[src/rtl/cmd_sequencer.sv]
// Purpose: debounce a push button, capture the switch word on each press into a small queue, and issue queued commands to the parser.
// Latency: a queue write seen in IDLE is presented on cmd_out/cmd_valid one clock later; each command is held HOLD_CYCLES cycles.
// Backpressure: none downstream; a press arriving while the queue is full (and not popping) is dropped and latches overflow.
// Optional: define CMD_DIV0_FILTER_EN to reject divide-by-zero words (opcode 11, num2 00) at push time.
module cmd_sequencer #(
  parameter int DEBOUNCE_CYCLES = 16,
  parameter int FIFO_DEPTH      = 4,
  parameter int HOLD_CYCLES     = 2
) (
  input  logic       clk,
  input  logic       rst_n,
  input  logic [7:0] sw_in,
  input  logic       btn_in,
  output logic [7:0] cmd_out,
  output logic       cmd_valid,
  output logic       fifo_full,
  output logic       fifo_empty,
  output logic       overflow,
  output logic       div0_reject
);

  localparam int PTR_W = (FIFO_DEPTH > 1) ? $clog2(FIFO_DEPTH) : 1;
  localparam int CNT_W = PTR_W + 1;

  typedef enum logic {S_IDLE, S_HOLD} state_t;

  logic             btn_s1, btn_s2;
  logic [7:0]       sw_s1, sw_s2;
  logic             btn_stable, btn_prev;
  logic [15:0]      db_cnt;
  logic             push;
  logic             is_div0;
  logic             wr_en, pop;
  logic [PTR_W-1:0] wr_ptr, rd_ptr;
  logic [CNT_W-1:0] count;
  logic [7:0]       mem [FIFO_DEPTH];
  state_t           state;
  logic [7:0]       hold_cnt;

  // Two-flop synchronizers for the asynchronous button and switch inputs
  always_ff @(posedge clk) begin
    if (!rst_n) begin
      btn_s1 <= 1'b0;
      btn_s2 <= 1'b0;
      sw_s1  <= 8'h00;
      sw_s2  <= 8'h00;
    end else begin
      btn_s1 <= btn_in;
      btn_s2 <= btn_s1;
      sw_s1  <= sw_in;
      sw_s2  <= sw_s1;
    end
  end

  // Debounce: accept a new button level only after it persists DEBOUNCE_CYCLES cycles
  always_ff @(posedge clk) begin
    if (!rst_n) begin
      db_cnt     <= 16'd0;
      btn_stable <= 1'b0;
    end else if (btn_s2 == btn_stable) begin
      db_cnt <= 16'd0;
    end else if (db_cnt == 16'(DEBOUNCE_CYCLES - 1)) begin
      btn_stable <= btn_s2;
      db_cnt     <= 16'd0;
    end else begin
      db_cnt <= db_cnt + 16'd1;
    end
  end

  // Edge detector history; reset to 0 so a button held through reset still yields one push
  always_ff @(posedge clk) begin
    if (!rst_n) btn_prev <= 1'b0;
    else        btn_prev <= btn_stable;
  end

  assign push = btn_stable & ~btn_prev;

`ifdef CMD_DIV0_FILTER_EN
  assign is_div0 = (sw_s2[7:6] == 2'b11) && (sw_s2[3:2] == 2'b00);

  // One-cycle flag for a divide-by-zero word that was kept out of the queue
  always_ff @(posedge clk) begin
    if (!rst_n) div0_reject <= 1'b0;
    else        div0_reject <= push & is_div0;
  end
`else
  assign is_div0     = 1'b0;
  assign div0_reject = 1'b0;
`endif

  assign fifo_full  = (count == CNT_W'(FIFO_DEPTH));
  assign fifo_empty = (count == '0);
  // A full queue still accepts a push when the issuer pops in the same cycle
  assign wr_en = push & ~is_div0 & (~fifo_full | pop);
  assign pop   = ~fifo_empty & ((state == S_IDLE) | (hold_cnt == 8'd0));

  // Queue storage; contents need no reset since occupancy gates every read
  always_ff @(posedge clk) begin
    if (wr_en) mem[wr_ptr] <= sw_s2;
  end

  // Queue pointers, occupancy and sticky overflow
  always_ff @(posedge clk) begin
    if (!rst_n) begin
      wr_ptr   <= '0;
      rd_ptr   <= '0;
      count    <= '0;
      overflow <= 1'b0;
    end else begin
      if (wr_en) wr_ptr <= wr_ptr + PTR_W'(1);
      if (pop)   rd_ptr <= rd_ptr + PTR_W'(1);
      case ({wr_en, pop})
        2'b10:   count <= count + CNT_W'(1);
        2'b01:   count <= count - CNT_W'(1);
        default: count <= count;
      endcase
      if (push && !is_div0 && fifo_full && !pop) overflow <= 1'b1;
    end
  end

  // Issue FSM: pop a command, hold it HOLD_CYCLES cycles, chain directly into the next one
  always_ff @(posedge clk) begin
    if (!rst_n) begin
      state     <= S_IDLE;
      cmd_out   <= 8'h00;
      cmd_valid <= 1'b0;
      hold_cnt  <= 8'd0;
    end else begin
      case (state)
        S_IDLE: begin
          if (pop) begin
            cmd_out   <= mem[rd_ptr];
            cmd_valid <= 1'b1;
            hold_cnt  <= 8'(HOLD_CYCLES - 1);
            state     <= S_HOLD;
          end
        end
        S_HOLD: begin
          if (hold_cnt != 8'd0) begin
            hold_cnt <= hold_cnt - 8'd1;
          end else if (pop) begin
            cmd_out  <= mem[rd_ptr];
            hold_cnt <= 8'(HOLD_CYCLES - 1);
          end else begin
            cmd_valid <= 1'b0;
            state     <= S_IDLE;
          end
        end
        default: state <= S_IDLE;
      endcase
    end
  end

endmodule

[config.mk]
export PLATFORM = sky130hd
export DESIGN_NAME = cmd_sequencer
export DESIGN_NICKNAME = d
export VERILOG_FILES = /design/src/rtl/cmd_sequencer.sv
export SDC_FILE = /design/constraint.sdc
export NUM_CORES = 1
export LEC_CHECK = 0
export ABC_AREA = 1
export BUFFER_PORTS_ARGS = -buffer_cell sky130_fd_sc_hd__buf_2
export CAP_MARGIN = 20
export CORE_UTILIZATION = 45
export CTS_BUF_LIST = sky130_fd_sc_hd__clkbuf_4
export DETAILED_ROUTE_END_ITERATION = 7
export GPL_ROUTABILITY_DRIVEN = 1
export SLEW_MARGIN = 0
export SYNTH_ARGS = -nofsm -noshare
export SYNTH_HDL_FRONTEND = slang
export SYNTH_SLANG_ARGS = --single-unit
export TNS_END_PERCENT = 10
[constraint.sdc]
create_clock -name clk -period 5.1 [get_ports clk]
set_input_delay 1.53 -clock clk [delete_from_list [all_inputs] [get_ports clk]]
set_output_delay 1.53 -clock clk [all_outputs]
set_load 0.005 [all_outputs]
* Yosys cells after proc, flatten, opt, wreduce, memory -nomap -nowiden *
Memory sizes are Yosys's and may differ from the RTL's. A register that Yosys moved wholly into a read port is not among the register bits.
Index checks and enable logic that the tools add are counted.

storage, ports and cells
  bits in registers = 62
  latch bits = 0
  bits in writable memories = 32
  memory bits (read-only) = 0
  memories kept = 1

memories
  name  depth  bits a word  rd ports  clocked after memory_dff  wr ports  line  source
  mem   4      8            1         1                         1         36    logic [7:0] mem [FIFO_DEPTH];

cells by class
  add/subtract/negate cells = 6
  multipliers = 0
  divide/modulo/power cells = 0
  magnitude comparators = 0
  eq/ne operators = 8
  shifts and indexed selects = 0
  multiplexer cells = 18
  bitwise operators = 11
  reduce and logical (&&, ||, !) cells = 10

operators by type and width
  cell                                               number
  two-way mux 8 bit                                  4
  case mux 8 bit (2 select lines)                    2
  adder 16 x 1 -> 16 bit (second input constant)     1
  == test 16 x 4 -> 1 bit (second input constant)    1
  zero test 8 bit                                    1
  nonzero test 8 bit                                 1
  subtractor 8 x 1 -> 8 bit (second input constant)  1
  two-way mux 1 bit                                  7
  != test 2 bit (second input constant)              3
  inverter 1 bit                                     6
  case mux 3 bit (2 select lines)                    1
  adder 2 x 1 -> 2 bit (second input constant)       2
  two-way mux 2 bit                                  2
  case mux 1 bit (2 select lines)                    2
  adder 3 x 1 -> 3 bit (second input constant)       1
  bitwise AND 1 bit                                  3
  == test 3 bit (second input constant)              1
  zero test 3 bit                                    1
  AND reduction 3 bit                                1
  OR reduction 3 bit                                 1
  subtractor 3 x 1 -> 3 bit (second input constant)  1
  == test 2 x 1 -> 1 bit (second input constant)     1
  == test 2 bit (second input constant)              1
  logical AND 1 bit                                  2
  other kinds (5)                                    6

* Longest topological paths before layout *
Gate-level depths: netlist of the first run.

  depth in word-level cells = 7
  gate-level depth with buffers = 14
  depth with buffers taken out = 14

* Worst setup path before layout of the first run *
No wires, ideal clock.

  path kind = reg2out
  from = register count[0]
  to = output port fifo_empty
  arrival = 721 ps
  required time = 3,570 ps
  slack = 2,849 ps
  cell stages (with the launch flop) = 4
  buffers on the path = 0
  path through = dfxtp_1 > nor2_1 > nand2_1 > inv_1

between the ends
  cells in the longest elaborated chain, start to end = 1

ends and longest elaborated chain
  what                      line  source
  start: declaration        35    logic [CNT_W-1:0] count;
  start signal: assignment  113   2'b10: count <= count + CNT_W'(1);
  start signal: assignment  114   2'b01: count <= count - CNT_W'(1);
  start signal: assignment  115   default: count <= count;
  zero test 3 bit           92    assign fifo_empty = (count == '0);
  end: declaration          17    output logic fifo_empty,

Every way passes these cells.

* Worst setup path in the final report of the first run *
Same ends and word-level chain as after synthesis.

==> reports/metrics.cfg, run 1 <==
[outcome]
outcome=complete, no violations

[floorplan]
die_y_um=95.0
start_util_pct=46.9
die_area_um2=9020
num_rows=33
fp.coreArea_um2=8300
die_x_um=95.0
io-pin-count=24

[logic_synthesis]
yosysWarnings=0
synthArstFlopShare_pct=0
synth_most_common_cell=nor2_1
syn-num-nets=449
syn_avg_cell_area_um2=9.03
synth.area.top_cells=dfxtp_1 33%, edfxtp_1 25%, nor2_1 6.3%
netlist_instances=431
synthTopCellsByCount=65 x nor2_1, 64 x dfxtp_1, 59 x inv_1
ys_seq_elements=96
mappedNetlistArea_um2=3890
yosys.area.top_type=dfxtp_1
synth.top_cell.area_share_pct=32.9
ys_types=39
synth_ff_type=dfxtp_1
seq_area_frac_synth_pct=57.6
synth_edf_count=32

[routing]
routed_wl_mm=6.74
drtAntennaViolNets=0
vias_per_cell=4.85
dr.pass1.iters=4
remaining_drc_errors=0
drt_iter0_markers=98
wl_per_cell_um=12.0
vias=2732

[placement]
place_hpwl_mm=4.59
io_buffer_count=22
placed_cell_area_um2=4060
gp_congestion=0.783

[global_routing]
grt_pass1_wl_mm=11.3
grt_max_degree=42
grt_overflow=0
track_usage_pct=16.6
antenna_found_initial=1
grt_pass1_vias=2476

[timing]
skew_ns=0.0182
setup_tns_ns=0
grt_setup_unrepaired=false
hold_viol=0
drv_slew=0
finalCriticalPeriod_ns=2.95
fin_crit_sh_pct=57.9
slew_headroom_pct=44.4
fmax_mhz=339
fin_hold_ws_ns=0.421
finalSetupViolCount=0
worst_slew_pin_slew_ns=0.830

[clocking]
cts_tree=yes
cts.clk_slew.worst_paths_ns=0.15
clock_path_buffers=2
cts-buffers-inserted=9
post-cts-setup-buffer-count=0
ctsHoldBuffers=0
cts.sink_count=96
worstSkewPairLatency_ns=0.43
post_cts_resized=0
cts-root-buf=clkbuf_4
cts_max_level=3

[critical_path]
worstSetupEndpointType=primary output
path_max_fanout=5
required_ns=3.57
startpoint_type=flop
critPathKind=reg2out
crit_arrival_ns=1.42

[cells_and_area]
num-fill-cells=809
syn2layout_area_growth_pct=8.23
fin_area_um2=4210
post-route-util_pct=50.7
nets=470
drive_gt1_share_pct=14.7

[run]
cap_violations=0

[min_path]
min_path_type=reg2reg

[power]
worst_ir_drop_vdd_v=0.000169
p_leak_nw=1.72
p_per_area_nw_per_um2=456

==> worst max-delay path, stage by stage (launching register included) <==
cell     delay, ns
dfxtp_1       0.37
nor2_1        0.14
nand2_1       0.17
inv_1         0.17
buf_2         0.13
==> where the power goes <==
part           total (W)  switching [W]  leakage, nW  internal, W
Clock           0.000417       0.000254       0.0820     0.000162
Combinational   0.000559       0.000361        0.821     0.000198
Sequential      0.000944      0.0000708        0.819     0.000874
==> through the flow <==
stage / instances / power (W) / setup slack [ns]
floorplan: 431 / 0.00141 / 2.85
global placement: 546 / 0.00152 / 2.33
detailed placement: 546 / 0.00153 / 2.24
CTS: 562 / 0.00195 / 2.12
global route: 563 / 0.00206 / 1.97
finish: 563 / 0.00192 / 2.15
==> logic make-up (layout without fill, tap and decap cells) <==
group / Yosys count / count (layout) / share of synthesized area, %
flops: 96 / 96 / 57.6
compound gates: 68 / 68 / 9.94
simple gates: 177 / 177 / 20.8
xor+xnor: 3 / 3 / 0.675
other cells: 1 / 2 / 0.0964
fa+ha+maj: 7 / 7 / 2.44
buf+inv: 79 / 105 / 8.39
==> state kept, by name, summed over array words and instances (netlist names), named ones only <==
signal      cells
mem            32
db_cnt         16
cmd_out         8
hold_cnt        8
sw_s1           8
sw_s2           8
count           3
rd_ptr          2
wr_ptr          2
btn_prev        1
btn_s1          1
btn_s2          1
btn_stable      1
cmd_valid       1
overflow        1
state           1
==> area by class of cell <==
cell class / count / area, um^2 / area share [%]
sequential: 96 / 2240 / 53.2
multi-input combinational: 256 / 1320 / 31.4
inverter: 67 / 254 / 6.03
tap: 105 / 131 / 3.12
timing repair buffer: 22 / 110 / 2.61
clock buffer: 10 / 75.1 / 1.78
clock inverter: 6 / 73.8 / 1.75
antenna: 1 / 2.50 / 0.0594
==> cells in the final DEF, fill, tap and decap left out, types with 8 or more instances in the layout <==
| master | netlist | routed |
|---|---|---|
| o21ai_0 | 24 | 24 |
| dfxtp_1 | 64 | 64 |
| o21ai_1 | 8 | 8 |
| buf_2 | 4 | 22 |
| inv_1 | 59 | 59 |
| a31oi_1 | 9 | 9 |
| nor3_1 | 14 | 14 |
| nor2_1 | 65 | 65 |
| nand2_1 | 57 | 57 |
| nand3_1 | 13 | 13 |
| edfxtp_1 | 32 | 32 |
| clkbuf_4 | 0 | 10 |
| a21oi_1 | 19 | 19 |
==> final timing paths <==
path                            slack (ns)         end         from  depth (start not counted)
worst min-delay path                  0.42    sw_s2[1]     sw_s1[1]                          2
worst max-delay path                  2.15  fifo_empty     count[0]                          4
worst max register to register        2.64   mem[1][3]  hold_cnt[0]                         10
worst min register to register        0.42    sw_s2[1]     sw_s1[1]                          2
==> layer usage <==
| layer | up-vias | GRT usage, % | wire length, um |
|---|---|---|---|
| met4 | 0 | 8.71 | 137 |
| met2 | 58 | 27.0 | 3150 |
| met5 | - | 0 | 0 |
| met1 | 1225 | 21.1 | 3140 |
| met3 | 11 | 2.90 | 323 |
| li1 | 1438 | - | - |
Note: power is estimated with default switching activity, not from simulation.
==> inputs of run 2 (changes only) <==
clock period = 2.95 ns   (was 5.1 ns; I/O delays follow)
==> run 2 against run 1 <==
Compared with the run above: cell area is 0.36% lower; via count down 2.7%; cell count unchanged; non-clock buffer count up 1; worst hold slack improved by 0.0055 ns; flip-flop and latch count unchanged; clock power grew 58%; largest power group unchanged.
==> reports/metrics.cfg, run 2 (synthesis results as in run 1) <==
[routing]
routed_wl_mm=6.66
wl_met2_mm=2.93
vias_per_cell=4.72
wl_met3_um=235
wl_met1_mm=3.39
remaining_drc_errors=0
wl_per_cell_um=11.8
drt_iter0_markers=108
dr.pass1.iters=4
drtAntennaViolNets=0
top_layer=met4
vias=2659

[placement]
place_hpwl_mm=4.82
io_buffer_count=22
gp_congestion=0.814

[timing]
fmax_mhz=438
finalSetupViolCount=0
grt_setup_unrepaired=false
slew_headroom_pct=50.7
worst_slew_pin_slew_ns=0.737
skew_ns=0.0178
finalCriticalPeriod_ns=2.28
drv_slew=0
fin_crit_sh_pct=77.4
hold_viol=0
setup_tns_ns=0

[cells_and_area]
n_antenna_cell=0
drive_gt1_share_pct=14.8
syn2layout_area_growth_pct=7.85
final_cell_mix=65 x nor2_1, 64 x dfxtp_1, 59 x inv_1
largest_register_ffs=32
max_flop_register=mem
post-route-util_pct=50.6
layout_commonest_cell=nor2_1
nets=471
largestRegisters=mem: 32 flops, db_cnt: 16 flops

[floorplan]
die_y_um=95.0
num_rows=33
io-pin-count=24
die_x_um=95.0
start_util_pct=46.9
fp.coreArea_um2=8300
die_area_um2=9020

[min_path]
min_path_type=reg2reg

[global_routing]
grt_pass1_vias=2552
grt_pass1_wl_mm=11.7
track_usage_pct=17.0
grt_max_degree=23
grt_overflow=0
antenna_found_initial=0

[critical_path]
worstSetupEndpointType=primary output
required_ns=2.07
critPathKind=reg2out
crit_path_cell_trace=nor2_1 -> nand2_1 -> inv_1 -> buf_2
slowest_stage=dfxtp_1
path_max_fanout=5
crit_arrival_ns=1.40
path_buf_inv=2
cp_slowest_stage_delay_ns=0.37
cp_top_family=flip-flops
startpoint_type=flop

[clocking]
ctsHoldBuffers=0
cts_max_level=3
worstSkewPairLatency_ns=0.44
cts-root-buf=clkbuf_4
clock_path_buffers=2
cts.sink_count=96
cts-buffers-inserted=9
post_cts_resized=0
cts_tree=yes
post-cts-setup-buffer-count=0
cts.clk_slew.worst_paths_ns=0.15

[power]
power_frac_comb_pct=29.4
clkPwrFrac_pct=20.3
seqPwrFrac_pct=50.2
worst_ir_drop_vdd_v=0.000336
power_switching_w=0.00120
p_leak_nw=1.72
p_per_area_nw_per_um2=773
swShare_pct=37.0
cellInternalPower_w=0.00205

[outcome]
outcome=complete, no violations

[run]
cap_violations=0

==> run 2: final cells by class <==
cell class	instances	area, um^2
Fill cell	794	4100
Tap cell	105	131
Multi-Input combinational cell	256	1320
Timing Repair Buffer	23	118
Inverter	67	254
Clock buffer	9	67.6
Clock inverter	7	61.3
Sequential cell	96	2240
==> run 2: metrics by stage <==
step | cells | cell area (um^2) | total power (W) | setup slack (ns) | hold WS (ns)
floorplan | 431 | 3890 | 0.00244 | 1.05 | 0.390
global placement | 547 | 4070 | 0.00261 | 0.813 | 0.393
detailed placement | 547 | 4070 | 0.00263 | 0.729 | 0.397
CTS | 563 | 4200 | 0.00329 | 0.619 | 0.427
global route | 563 | 4200 | 0.00351 | 0.506 | 0.449
finish | 563 | 4200 | 0.00325 | 0.666 | 0.426
==> run 2: power by group through the flow <==
stage | registers [W] | logic [W] | clock network (W)
3_3_place_gp | 0.00166 | 0.000951 | 0
6_report | 0.00163 | 0.000956 | 0.000660
4_1_cts | 0.00163 | 0.000970 | 0.000690
3_5_place_dp | 0.00166 | 0.000968 | 0
2_1_floorplan | 0.00162 | 0.000829 | 0
5_1_grt | 0.00165 | 0.00111 | 0.000743
==> run 2: worst paths after layout <==
check | startpoint | endpoint | slack, ns | cells after the start
worst max register to register | hold_cnt[0] | mem[1][3] | 0.73 | 10
worst max-delay path | count[0] | fifo_empty | 0.67 | 4
worst min register to register | sw_s1[5] | sw_s2[5] | 0.43 | 2
worst min-delay path | sw_s1[5] | sw_s2[5] | 0.43 | 2
==> run 2: routing by layer <==
metal | GRT usage, % | vias up
met3 | 3.86 | 9
met1 | 22.7 | 1169
met5 | 0 | -
met2 | 26.9 | 35
met4 | 6.06 | 0
li1 | - | 1446
==> run 2: worst reg2reg max path, delay by kind of cell (launching register included) <==
family | cells | cell delay (ns)
buf+inv | 2 | 0.16
flops | 1 | 0.33
fa+ha+maj | 1 | 0.17
simple gates | 7 | 1.21
==> inputs of run 3 (changes only) <==
clock period = 2.1 ns   (was 2.95 ns; I/O delays follow)
==> run 3 against run 2 <==
Compared with the run above: worst setup slack worse by 0.54 ns; die area stayed put; clock skew grew 0.0052 ns; routed wire length is 1.4% lower.
==> reports/metrics.cfg, run 3 (synthesis results as in run 1) <==
[outcome]
outcome=complete, no violations

[routing]
drtAntennaViolNets=0
wl_per_cell_um=11.5
drt_iter0_markers=131
dr.pass1.iters=4
remaining_drc_errors=0
routed_wl_mm=6.57
vias=2757
vias_per_cell=4.82

[floorplan]
die_x_um=95.0
io-pin-count=24
fp.coreArea_um2=8300
die_y_um=95.0
num_rows=33
start_util_pct=46.9
die_area_um2=9020

[clocking]
cts_max_level=3
cts-root-buf=clkbuf_4
cts.clk_slew.worst_paths_ns=0.14
cts_tree=yes
worstSkewPairLatency_ns=0.42
cts.sink_count=96
cts-buffers-inserted=9
clock_path_buffers=2
ctsHoldBuffers=0

[global_routing]
grt_pass1_wl_mm=11.1
track_usage_pct=16.0
antenna_found_initial=0
grt_max_degree=23
grt_pass1_vias=2536
grt_overflow=0

[timing]
grt_setup_unrepaired=true
fmax_mhz=505
skew_ns=0.0230
finalSetupViolCount=0
finalCriticalPeriod_ns=1.98
drv_slew=0
hold_viol=0
fin_crit_sh_pct=94.2

[cells_and_area]
num-fill-cells=777
n_antenna_cell=0
layoutNonFillerInstCount=572
register_area_um2=2240
largest_register_ffs=32
syn2layout_area_growth_pct=10.6
drive_gt1_share_pct=17.1
layout_commonest_cell=nor2_1
max_flop_register=mem
largestRegisters=mem: 32 flops, db_cnt: 16 flops
nets=480
final_cell_mix=64 x nor2_1, 63 x dfxtp_1, 59 x inv_1
multi_input_area_um2=1330

[critical_path]
r2r_setup_slack_ns=0.20
crit_arrival_ns=1.35
path_max_fanout=4
critPathKind=reg2out
crit_start=count[0]
worstSetupEndpointType=primary output
required_ns=1.47
startpoint_type=flop
rr_startpoint=hold_cnt[0]

[power]
p_per_area_nw_per_um2=1110
p_total_w=0.00478
worst_ir_drop_vdd_v=0.000469
swShare_pct=33.8
power_frac_comb_pct=30.5
clkPwrFrac_pct=22.2
cellInternalPower_w=0.00316
p_leak_nw=1.78
seqPwrFrac_pct=47.3
power_switching_w=0.00161

[run]
cap_violations=0

[placement]
place_hpwl_mm=4.73
gp_congestion=0.770
placedCellCount=556
io_buffer_count=22

[min_path]
min_path_type=in2reg
hp-start=sw_in[3]

==> run 3: layer usage <==
metal | track usage (%) | vias to the layer above | wire length, um
met5 | 0 | - | 0
met4 | 6.44 | 0 | 84
met3 | 4.11 | 10 | 318
met2 | 25.7 | 56 | 2960
met1 | 20.6 | 1226 | 3210
li1 | - | 1465 | -
==> run 3: what timing repair did <==
| item | 4_1_cts | 5_1_grt |
|---|---|---|
| buffers inserted | 0 | 0 |
| gates resized for setup | 1 | 4 |
| endpoints found under the hold margin | 0 | 0 |
| setup endpoints to repair | 1 | 2 |
==> run 3: layout make-up <==
cell class | instances | area share, %
flip-flops and latches | 96 | 52.1
repair buffers | 32 | 4.30
clock inverters | 5 | 1.72
inverters | 67 | 5.90
well taps | 105 | 3.05
clock buffers | 11 | 1.92
multi-input cells | 256 | 31.0
==> run 3: path summary, 6_finish.rpt <==
| path | depth (start not counted) | endpoint |
|---|---|---|
| worst max-delay path | 5 | fifo_empty |
| worst min-delay path | 3 | sw_s1[3] |
| worst max register to register | 13 | count[2] |
| worst min register to register | 2 | sw_s2[6] |
==> run 3: per-stage QoR <==
stage / TNS [ns] / hold WS [ns] / worst slack (ns) / utilization [%] / instance area [um^2]
after global placement: 0 / 0.397 / 0.182 / 49.8 / 4140
after detailed placement: 0 / 0.397 / 0.114 / 49.8 / 4140
after global routing: -0.00669 / 0.364 / -0.00546 / 51.8 / 4300
final: 0 / 0.377 / 0.122 / 51.8 / 4300
after floorplan: 0 / 0.390 / 0.200 / - / 3890
after CTS: 0 / 0.338 / 0.0150 / 51.7 / 4290
==> run 3: worst max-delay path, stage by stage, from the launching register on <==
cell and delay, ns:
dfxtp_2 0.37, nor2_2 0.12, nand2_1 0.09, buf_4 0.16
inv_2 0.08, buf_2 0.11
==> run 3: power by group through the flow <==
stage	combinational [W]	sequential, W	clock, W
2_1_floorplan	0.00116	0.00227	0
3_3_place_gp	0.00142	0.00230	0
4_1_cts	0.00145	0.00226	0.00110
5_1_grt	0.00167	0.00228	0.00117
3_5_place_dp	0.00145	0.00230	0
6_report	0.00146	0.00226	0.00106
